$ cat src/rtl/m_stage.sv
// m_stage: merges two 4-phase Send/Ack input channels into one 4-phase output
// channel through a one-entry data latch (DL). Every output is a register bit.
// Optional feature: define M_STAGE_RR_EN for round-robin arbitration on
// simultaneous requests; otherwise channel a has fixed priority.
module m_stage #(
  parameter int W = 16
) (
  input  logic         CP,
  input  logic         MR,
  input  logic         Send_in_a,
  input  logic [W-1:0] PACKET_IN_A,
  output logic         Ack_out_a,
  input  logic         Send_in_b,
  input  logic [W-1:0] PACKET_IN_B,
  output logic         Ack_out_b,
  output logic         Send_out,
  input  logic         Ack_in,
  output logic [W-1:0] PACKET_OUT
);

  // Encodings chosen so each output is a single state bit (registered output).
  typedef enum logic [1:0] {
    I_IDLE  = 2'b00,
    I_ACK_A = 2'b01,
    I_ACK_B = 2'b10
  } istate_t;

  typedef enum logic [1:0] {
    O_IDLE = 2'b00,
    O_SEND = 2'b01,
    O_REL  = 2'b10
  } ostate_t;

  istate_t        r_istate;
  istate_t        w_istate_nxt;
  ostate_t        r_ostate;
  ostate_t        w_ostate_nxt;
  logic [W-1:0]   r_dl;
  logic           r_last_b;    // 1: channel b captured most recently
  logic           w_cap;
  logic           w_grant_b;

  // Capture/arbitration decision for this edge
  always_comb begin
    w_cap = (r_istate == I_IDLE) && (r_ostate == O_IDLE) && (Send_in_a || Send_in_b);
`ifdef M_STAGE_RR_EN
    w_grant_b = Send_in_b && (!Send_in_a || !r_last_b);
`else
    w_grant_b = Send_in_b && !Send_in_a;
`endif
  end

  // State register, data latch and last-grant record
  always_ff @(posedge CP) begin
    if (MR) begin
      r_istate <= I_IDLE;
      r_ostate <= O_IDLE;
      r_dl     <= '0;
      r_last_b <= 1'b1;
    end else begin
      r_istate <= w_istate_nxt;
      r_ostate <= w_ostate_nxt;
      if (w_cap) begin
        r_dl     <= w_grant_b ? PACKET_IN_B : PACKET_IN_A;
        r_last_b <= w_grant_b;
      end
    end
  end

  // Next-state logic for the input and output FSMs
  always_comb begin
    w_istate_nxt = r_istate;
    w_ostate_nxt = r_ostate;
    case (r_istate)
      I_IDLE:  if (w_cap) w_istate_nxt = w_grant_b ? I_ACK_B : I_ACK_A;
      I_ACK_A: if (!Send_in_a) w_istate_nxt = I_IDLE;
      I_ACK_B: if (!Send_in_b) w_istate_nxt = I_IDLE;
      default: w_istate_nxt = I_IDLE;
    endcase
    case (r_ostate)
      O_IDLE:  if (w_cap) w_ostate_nxt = O_SEND;
      O_SEND:  if (Ack_in) w_ostate_nxt = O_REL;
      O_REL:   if (!Ack_in) w_ostate_nxt = O_IDLE;
      default: w_ostate_nxt = O_IDLE;
    endcase
  end

  // Outputs are direct register bits
  always_comb begin
    Ack_out_a  = r_istate[0];
    Ack_out_b  = r_istate[1];
    Send_out   = r_ostate[0];
    PACKET_OUT = r_dl;
  end

endmodule

$ cat config.mk
export PLATFORM = sky130hd
export DESIGN_NAME = m_stage
export DESIGN_NICKNAME = d
export VERILOG_FILES = /design/src/rtl/m_stage.sv
export SDC_FILE = /design/constraint.sdc
export NUM_CORES = 1
export LEC_CHECK = 0
export BUFFER_PORTS_ARGS = -buffer_cell sky130_fd_sc_hd__buf_2
export CAP_MARGIN = 20
export CORE_ASPECT_RATIO = 0.75
export CORE_MARGIN = 2
export CORE_UTILIZATION = 35
export CTS_CLUSTER_DIAMETER = 60
export DETAILED_ROUTE_END_ITERATION = 10
export PLACE_DENSITY = 0.63
export SYNTH_ARGS = -nofsm -noshare
export SYNTH_HDL_FRONTEND = slang
export SYNTH_SLANG_ARGS = --single-unit
$ cat constraint.sdc
create_clock -name CP -period 4.6 [get_ports CP]
set_clock_uncertainty 0.2 [all_clocks]
set_input_delay 0.23 -clock CP [delete_from_list [all_inputs] [get_ports CP]]
set_output_delay 0.23 -clock CP [all_outputs]
set_load 0.05 [all_outputs]
==> impl_metrics.csv <==
group,metric,value,unit
timing,hold_viol_final,0,
power_and_ir_drop,peakVddDrop,0.213,mV
global_route,grt_max_degree,21,
synthesis,synthTopCellsByArea,"dfxtp_1 (41%), mux2i_1 (16%), a211oi_2 (13%)",
timing,tightestPinTransition,1.02,ns
timing,post-route-period-util,0.531,
drt,wl_per_cell,12.8,µm
synthesis,synth_cells,92,
die,dieArea,3240,µm²
synthesis,synth_xor_area_frac,0.00894,
clock_network,cts-resized-gates,0,
finish,antenna_cells,0,
synthesis,netlist_area,980,µm²
finish,drive_above_1_share,0.489,
finish,final_nets,180,
global_route,grt_pass1_vias,832,
die,start_util,0.371,
place,place_hpwl,1.66,mm
worst_hold_path,worstHoldPathType,"in2reg",
global_route,track_usage,0.145,
synthesis,async_reset_ff_frac,0,
clock_network,cts_setup_buffers,0,
clock_network,path_clk_slew,0.07,ns
clock_network,cts_num_sinks,20,
timing,fin_setup_tns,0,ns
clock_network,numCtsBuffers,3,
die,die_h,49.8,µm
place,place_area,1240,µm²
synthesis,synth.distinct_cells,19,
clock_network,cts_tree,"yes",
die,die_w,65.1,µm
synthesis,yosysMostFrequentCell,"dfxtp_1",
power_and_ir_drop,power_density,424,nW/µm²
synthesis,yosysSeqAreaShare,0.409,
synthesis,syn_avg_cell_area,10.6,µm²
clock_network,hold_buffers,0,
finish,final_area,1280,µm²
timing,slew_violations,0,
setup_path,path_class,"reg2reg",
global_route,met1_usage,0.174,
timing,hold_slack,0.0515,ns
global_route,grt_use_met3,0.0639,
setup_path,arrival,2.34,ns
drt,finalWirelength,2.26,mm
synthesis,synth-seq-cells,20,
timing,setup_viol,0,
synthesis,syn_nets,129,
global_route,use_met2,0.244,
synthesis,synth_edf_count,0,
die,io-pin-count,56,
synthesis,synth_fa_ha_area_frac,0,
clock_network,cts.path.max_buffers,2,
flow_run,cap_violations,0,
setup_path,start_kind,"flop",
place,place.gp.congestion,0.667,
power_and_ir_drop,leakage,0.630,nW
place,port_buffers,55,
global_route,antenna_found_initial,0,
die,core-area,2640,µm²
die,rows,16,
synthesis,synth_top_family_by_area,"compound AO/OA/AOI/OAI gates",
synthesis,synthMuxAreaShare,0.163,
timing,rsz0062_at_grt,"no",
synthesis,synthTopCellsByCount,"dfxtp_1 (20), a21oi_1 (17), mux2i_1 (16), a211oi_2 (10), a211oi_1 (6)",
clock_network,cts_max_level,1,
setup_path,cp-end-kind,"flop",
synthesis,synth_compound_area_frac,0.261,
global_route,grt_first_pass_wirelength,3.64,mm
global_route,overflow,0,
synthesis,synth_ff_type,"dfxtp_1",
timing,slew_headroom,0.323,
synthesis,ys_warn_count,0,
drt,antenna_left,0,
finish,area_delta_synth_final,30.5,%
drt,drc,0,
setup_path,cp_max_fo,18,
setup_path,worstPathRequired,4.50,ns
clock_network,clockRootBuffer,"clkbuf_8",
synthesis,yosys.area.top_type,"dfxtp_1",
run_status,run_status,"complete, no violations",
timing,fin_crit,2.44,ns
drt,routed_via_density,4.91,
synthesis,synth_top_area_share,0.409,
synthesis,synth-simple-area-share,0.0945,
global_route,busiest_layer,"met2",
drt,dr.first_iter.drc_count,18,
drt,num_vias,869,
timing,fmax,409,MHz
clock_network,clkLatencyLatePin,0.26,ns
drt,drtPass1Iterations,2,
layout by cell type, fill, tap and decap left out, drive strengths merged:
cell / n
clkbuf: 3
buf: 55
nor4: 1
a211oi: 16
nand2b: 1
nor3: 1
or2: 1
xnor2: 1
and2: 1
nor3b: 2
a21oi: 17
nor2: 4
dfxtp: 20
mux2i: 16
nor4b: 2
through the flow:
stage	total power, mW	utilization	instances	worst slack [ns]
CTS	0.546	0.484	177	2.14
global route	0.571	0.484	177	1.99
global placement	0.430	0.468	174	2.26
finish	0.542	0.484	177	2.16
detailed placement	0.434	0.468	174	2.16
floorplan	0.392	-	92	2.77
final cells by class:
type / count / area (µm²)
Fill cell: 284 / 1360
Multi-Input combinational cell: 63 / 517
Sequential cell: 20 / 400
Timing Repair Buffer: 55 / 275
Tap cell: 36 / 45.0
Clock buffer: 3 / 41.3
sequential cells by signal, summed over array words and instances (netlist names):
register and count:
r_ostate 2, PACKET_OUT 16, r_istate 2
worst max-delay path, stage by stage (launching register included):
cell and delay [ns]:
dfxtp_1 0.38, nor4_4 0.79, and2_1 0.75, a211oi_1 0.16
layer usage:
metal | part of all wire | vias up
li1 | - | 443
met1 | 0.46 | 390
met2 | 0.46 | 34
met3 | 0.084 | 2
met4 | 0.0027 | 0
met5 | 0 | -
power by group:
part	internal, mW	switching, mW
combinational	0.0648	0.149
sequential	0.198	0.0164
clock	0.0583	0.0550
kinds of logic after synthesis:
| logic type | Yosys count |
|---|---|
| AND/OR/NAND/NOR | 13 |
| AO/OA/AOI/OAI | 33 |
| multiplexers | 16 |
| buffers and inverters | 9 |
| flip-flops | 20 |
| XOR/XNOR | 1 |
worst paths after layout:
| kind | startpoint | to | depth (start not counted) | slack (ns) |
|---|---|---|---|---|
| hold reg to reg | PACKET_OUT[14]$_SDFFE_PP0P_ | PACKET_OUT[14]$_SDFFE_PP0P_ | 2 | 0.32 |
| hold / removal | Ack_in | r_ostate[1]$_SDFFE_PP0P_ | 2 | 0.05 |
| setup / recovery | r_ostate[1]$_SDFFE_PP0P_ | PACKET_OUT[1]$_SDFFE_PP0P_ | 3 | 2.16 |
| setup reg to reg | r_ostate[1]$_SDFFE_PP0P_ | PACKET_OUT[1]$_SDFFE_PP0P_ | 3 | 2.16 |
(Power assumes the default switching activity.)
